`config.mk`:
```
export PLATFORM = sky130hd
export DESIGN_NAME = reg_file_sb
export DESIGN_NICKNAME = d
export VERILOG_FILES = /design/src/rtl/reg_file_sb.sv
export SDC_FILE = /design/constraint.sdc
export NUM_CORES = 2
export LEC_CHECK = 0
export BUFFER_PORTS_ARGS = -buffer_cell sky130_fd_sc_hd__buf_2
export CAP_MARGIN = 20
export CORE_MARGIN = 5
export CORE_UTILIZATION = 55
export CTS_BUF_LIST = sky130_fd_sc_hd__clkbuf_8
export CTS_CLUSTER_DIAMETER = 80
export CTS_CLUSTER_SIZE = 24
export DETAILED_ROUTE_END_ITERATION = 8
export HOLD_SLACK_MARGIN = 0.15
export PLACE_DENSITY = 0.78
export SYNTH_ARGS = -nofsm -noshare
export SYNTH_HDL_FRONTEND = slang
export SYNTH_SLANG_ARGS = --single-unit
```
`constraint.sdc`:
```
create_clock -name clk -period 7.7 [get_ports clk]
set_clock_uncertainty 0.1 [all_clocks]
set_input_delay 1.54 -clock clk [delete_from_list [all_inputs] [get_ports clk]]
set_output_delay 1.54 -clock clk [all_outputs]
set_load 0.03 [all_outputs]
```
`src/rtl/reg_file_sb.sv`:
```
// Register file with a per-entry pending-write scoreboard and a sequential bulk-clear engine.
// Entry 0 always reads as zero; LINK_REG captures PC on an interrupt link write.
module reg_file_sb #(
    parameter int unsigned DATA_W   = 32,
    parameter int unsigned ADDR_W   = 5,
    parameter int unsigned LINK_REG = 26,
    parameter bit          BYPASS   = 1'b1
) (
    input  logic              clk,
    input  logic              rst,
    input  logic              RegWrite,
    input  logic [ADDR_W-1:0] w,
    input  logic [DATA_W-1:0] wdata,
    input  logic              IRQWrite,
    input  logic [DATA_W-1:0] PC,
    input  logic [ADDR_W-1:0] r1,
    input  logic [ADDR_W-1:0] r2,
    output logic [DATA_W-1:0] rdata1,
    output logic [DATA_W-1:0] rdata2,
    input  logic              IssueValid,
    input  logic [ADDR_W-1:0] IssueDst,
    output logic              busy1,
    output logic              busy2,
    input  logic              ClrReq,
    output logic              ClrBusy
);
    localparam int unsigned       DEPTH    = 2 ** ADDR_W;
    localparam logic [ADDR_W-1:0] LINK_IDX = ADDR_W'(LINK_REG);
    localparam logic [ADDR_W-1:0] LAST_IDX = {ADDR_W{1'b1}};

    typedef enum logic [0:0] {StIdle, StClear} state_e;

    state_e            state_q;
    logic [ADDR_W-1:0] idx_q;
    logic              clr_busy_q;
    logic [DATA_W-1:0] mem_q [DEPTH];
    logic [DEPTH-1:0]  busy_q;
    logic [DEPTH-1:0]  busy_d;
    logic              wr_en;
    logic              irq_en;

    assign wr_en   = RegWrite && (w != '0) && !clr_busy_q;
    assign irq_en  = IRQWrite && (LINK_IDX != '0) && !clr_busy_q;
    assign ClrBusy = clr_busy_q;

    // A new producer issued in the same cycle as a retiring write keeps the entry busy.
    always_comb begin
        busy_d = busy_q;
        if (wr_en) busy_d[w] = 1'b0;
        if (IssueValid && (IssueDst != '0)) busy_d[IssueDst] = 1'b1;
    end

    function automatic logic [DATA_W-1:0] read_port(input logic [ADDR_W-1:0] ra);
        logic [DATA_W-1:0] rd;
        rd = mem_q[ra];
        if (BYPASS) begin
            if (irq_en && (ra == LINK_IDX)) rd = PC;
            else if (wr_en && (w == ra)) rd = wdata;
        end
        if (ra == '0) rd = '0;
        return rd;
    endfunction

    always_comb begin
        rdata1 = read_port(r1);
        rdata2 = read_port(r2);
        busy1  = (r1 != '0) && busy_q[r1];
        busy2  = (r2 != '0) && busy_q[r2];
    end

    always_ff @(posedge clk) begin
        if (rst) begin
            for (int i = 0; i < DEPTH; i++) mem_q[i] <= '0;
            busy_q     <= '0;
            state_q    <= StIdle;
            idx_q      <= '0;
            clr_busy_q <= 1'b0;
        end else begin
            unique case (state_q)
                StIdle: begin
                    if (wr_en) mem_q[w] <= wdata;
                    // Later assignment wins: PC beats a RegWrite to the link register.
                    if (irq_en) mem_q[LINK_IDX] <= PC;
                    if (ClrReq) begin
                        state_q    <= StClear;
                        idx_q      <= {{(ADDR_W-1){1'b0}}, 1'b1};
                        clr_busy_q <= 1'b1;
                        busy_q     <= '0;
                    end else begin
                        busy_q <= busy_d;
                    end
                end
                StClear: begin
                    mem_q[idx_q] <= '0;
                    idx_q        <= idx_q + 1'b1;
                    if (idx_q == LAST_IDX) begin
                        state_q    <= StIdle;
                        clr_busy_q <= 1'b0;
                    end
                end
                default: begin
                    state_q    <= StIdle;
                    clr_busy_q <= 1'b0;
                end
            endcase
        end
    end
endmodule

```
After elaboration in Yosys (flattened, before gate mapping)

Memory sizes are Yosys's and may differ from the RTL's.
Cells that the tools add are included.

Reduce and logical (&&, ||, !) cells: 22
Mux-type cells: 45
$lt $le $gt $ge: 6
Bitwise operators: 8
Equality and inequality tests: 8
$add $sub $neg: 1

Operators with widths:

| operator                                                          | number |
|---|---|
| two-way mux 32 bit                                                | 12 |
| OR reduction 32 bit                                               | 2 |
| bitwise AND 32 bit                                                | 1 |
| inverter 32 bit                                                   | 1 |
| bitwise OR 32 bit                                                 | 1 |
| less-than comparator 5 x 6 -> 1 bit, second input constant        | 4 |
| two-way mux 1 bit                                                 | 23 |
| equality test 5 bit, second input constant                        | 4 |
| nonzero test 5 bit                                                | 4 |
| two-way mux 5 bit                                                 | 3 |
| logical AND 1 bit                                                 | 12 |
| binary-select mux 1 bit (select 5 bit)                            | 2 |
| demux 1 bit (select 5 bit)                                        | 2 |
| equality test 5 bit                                               | 2 |
| greater-or-equal comparator 5 x 1 -> 1 bit, second input constant | 2 |
| zero test 5 bit                                                   | 2 |
| one-hot mux 5 bit (2 select lines)                                | 1 |
| adder 5 x 1 -> 5 bit, second input constant                       | 1 |
| one-hot mux 1 bit (2 select lines)                                | 2 |
| bitwise AND 1 bit                                                 | 2 |
| inequality test 2 x 1 -> 1 bit, second input constant             | 1 |
| inequality test 2 bit, second input constant                      | 1 |
| inverter 1 bit                                                    | 2 |
| AND reduction 2 bit                                               | 1 |
| other kinds (2)                                                   | 2 |

Output and inout port bits: 67
Memories kept: 1
Bits in registers: 39
Bits in writable memories: 1,024
Input port bits: 90

Memories:

| name  | words | width | rd ports | clocked after Yosys merged registers in | wr ports | RTL line | text |
|---|---|---|---|---|---|---|---|
| mem_q | 32    | 32    | 2        | 0                                       | 32       | 36       | `logic [DATA_W-1:0] mem_q [DEPTH];` |

Logic depth before layout (Yosys ltp)

Depth after elaboration: 12
Mapped depth: 9
Depth with buffers taken out: 5

Least setup slack after synthesis

OpenSTA, ideal clock, no wires.

Path kind: in2out
Start: input r1[1]
End: output rdata1[30]
Data required time: 6.060 ns
Arrival: 3.705 ns
Stages on the path: 9
Setup slack: 2.355 ns
Cell sequence: buf_2 > buf_4 > buf_2 > buf_4 > mux4_2 > mux2i_1 > mux2i_1 > nor3_1 > nor4_1

Longest elaborated chain between the ends: 5

RTL lines:

| what                                                              | RTL line | text |
|---|---|---|
| start: declaration                                                | 16       | `input logic [ADDR_W-1:0] r1,` |
| branches (longest 4 deep; another with memory read (32 x 32 bit)) | n/a      |  |
| two-way mux 32 bit *                                              | 60       | `if (ra == '0) rd = '0;` |
| end: declaration                                                  | 18       | `output logic [DATA_W-1:0] rdata1,` |

Mark *: on every way between the ends.

Final worst setup path

Start: input r2[1]
End: output rdata2[15]

Longest elaborated chain between the ends: 5

RTL lines:

| what                                                              | RTL line | text |
|---|---|---|
| start: declaration                                                | 17       | `input logic [ADDR_W-1:0] r2,` |
| branches (longest 4 deep; another with memory read (32 x 32 bit)) | n/a      |  |
| two-way mux 32 bit *                                              | 60       |  |
| end: declaration                                                  | 19       | `output logic [DATA_W-1:0] rdata2,` |

Marks and branches as above.

==> qor.yml <==
cts:
  hold_buffers: 0
  numCtsBuffers: 53
  clock_sinks: 1063
  cts_setup_buffers: 0
  clk_latency_ps: 800
  clock_path_buffers: 3
  cts_resized: 0
  htreeDepth: 2
  cts_root_buf: "clkbuf_8"
  cts_tree: "done"
  path_clk_slew_ps: 120
floorplanning:
  die_h_um: 328
  die_area_sq_um: 108000
  die_x_um: 328
  rows: 116
  initial_core_util: 0.555
  pin_count: 157
  core_sq_um: 100000
detailed_routing:
  ant_nets: 0
  routed-via-count: 41300
  drt-total-wl_um: 194000
  initialDrtViolationCount: 8527
  vias_per_cell: 7.58
  wire_per_inst_um: 35.7
  drcViolationCount: 5
  firstDrtPassIters: 9
layout:
  n_fill_cell: 7610
  fin_area_sq_um: 59100
  fin_nets: 4146
  final_cell_mix: "1029 x nor2_1, 1024 x edfxtp_1, 499 x mux4_2, 173 x nand2_1, 158 x a21oi_1"
  final_common_cell: "nor2_1"
  drive_gt1_frac: 0.239
  area_growth_pct: 6.07
power_and_ir_drop:
  p_per_area_nw_per_um2: 187
  ir_drop_mv: 0.193
  leakagePower_nw: 20.9
yosys:
  synth_cells: 4096
  yosys.area.top_type_share: 0.552
  ys_warn_count: 0
  syn-cell-area_sq_um: 55700
  synth_edf_count: 1024
  netlist.top_cell.by_area: "edfxtp_1"
  ys_seq_elements: 1063
  ys_top_cells_by_area: "edfxtp_1 55%, mux4_2 20%, nor2_1 7.0%"
  ys_types: 61
  synthArstFlopShare: 0
  syn_area_per_cell_sq_um: 13.6
  ys_seq_area_frac: 0.566
  synthFlopType: "edfxtp_1"
sta:
  worst_slew_pin_slew_ps: 1280
  max_freq_mhz: 152
  hold_violations: 0
  slew_headroom: 0.145
  rsz0062_at_grt: "false"
  tns_ps: 0
  drv_slew: 0
  fin_crit_ps: 6590
  setup_violations: 0
  final.period_utilization: 0.856
grt:
  antenna_found_initial: 8
  grt_pass1_wl_um: 277000
  grt_max_degree: 100
  grt.overflow.total: 0
  grt_pass1_vias: 41000
  grt_use_total: 0.354
min_path:
  hold_class: "flop to flop"
worst_setup_path:
  cp-end-kind: "primary output"
  rrSetupSlack_ps: 3300
  start_kind: "input port"
  cp_max_fo: 49
  arrival_ps: 4950
  crit_required_ps: 6060
  path_class: "input port to primary output"
placement:
  io_buffer_count: 156
  placed_cell_area_sq_um: 57800
  dp_hpwl_um: 117000
  place_congestion: 0.963
flow_run:
  maxCapViolCount: 0
outcome:
  outcome: "finished with violations"
  violations: "design-rule violations"
cell usage after synthesis (all sizes together), types with 6 or more instances:
| master | count |
|---|---|
| xor2 | 6 |
| o221ai | 61 |
| dfxtp | 39 |
| a221oi | 35 |
| nor2b | 10 |
| a22o | 39 |
| nand2 | 174 |
| a22oi | 73 |
| mux2 | 42 |
| buf | 228 |
| o21ai | 142 |
| mux2i | 109 |
| o22ai | 22 |
| mux4 | 499 |
| clkbuf | 211 |
| nand3 | 10 |
| edfxtp | 1024 |
| a2bb2oi | 23 |
| a21oi | 158 |
| nor2 | 1033 |
| and2 | 7 |
| nand2b | 39 |
| nand4b | 33 |
| nor3 | 10 |
| a31oi | 9 |
| inv | 9 |
| xnor2 | 6 |
logic make-up after synthesis:
family	count (synthesis)	synth area share
multiplexers	650	0.230
flip-flops	1063	0.566
adder cells (fa/ha/maj)	2	0.000449
AND/OR/NAND/NOR	1344	0.0986
buffers and inverters	448	0.0358
other	1	0.0000673
XOR/XNOR	12	0.00189
AO/OA/AOI/OAI	576	0.0674
final timing paths:
kind	start	endpoint	depth (start not counted)
worst min-delay path	busy_q[0]	busy_q[0]	2
worst max-delay path	r2[1]	rdata2[15]	6
worst max register to register	state_q	mem_q[24][7]	8
worst min register to register	busy_q[0]	busy_q[0]	2
worst max-delay path, stage by stage:
cell and delay, ps:
buf_8 390, inv_1 450, nor2_1 1080, a221oi_1 240, a31oi_1 850, buf_2 340
report_power, final:
part	internal [mW]	leakage, nW	switching, mW
combinational	0.657	9.52	1.22
sequential	6.56	10.8	0.124
clock	0.685	0.506	1.83
total	7.90	20.9	3.17
state kept, by name, summed over array words and instances, names as in the netlist:
| signal | cells |
|---|---|
| ClrBusy | 1 |
| busy_q | 32 |
| idx_q | 5 |
| mem_q | 1024 |
| state_q | 1 |
final cells by class:
cell class              instances  area (sq um)  share of cell area
clock buffers                  55           757              0.0128
well taps                    1357          1700              0.0287
multi-input cells            2616         22500               0.380
flip-flops and latches       1063         31500               0.534
clock inverters                23           160             0.00271
diodes                          8          20.0            0.000339
inverters                       9          33.8            0.000572
repair buffers                311          2420              0.0410
metrics by stage:
step	power [mW]	worst slack, ps	instances	util	hold slack (ps)
floorplan	7.89	2360	4127	-	307
global placement	8.52	1220	5335	0.575	327
detailed placement	8.57	1410	5341	0.577	330
CTS	10.9	1390	5419	0.586	347
global route	11.3	1060	5435	0.589	377
finish	11.1	1110	5442	0.589	350
per-layer routing:
metal  GRT usage  vias to the layer above  wire (um)
met5     0.00725                        -        153
met4       0.200                       10      15100
met3       0.144                     1069      37300
met2       0.514                     4645      82900
met1       0.456                    20000      59000
li1            -                    15600          -
(Power assumes the default switching activity.)
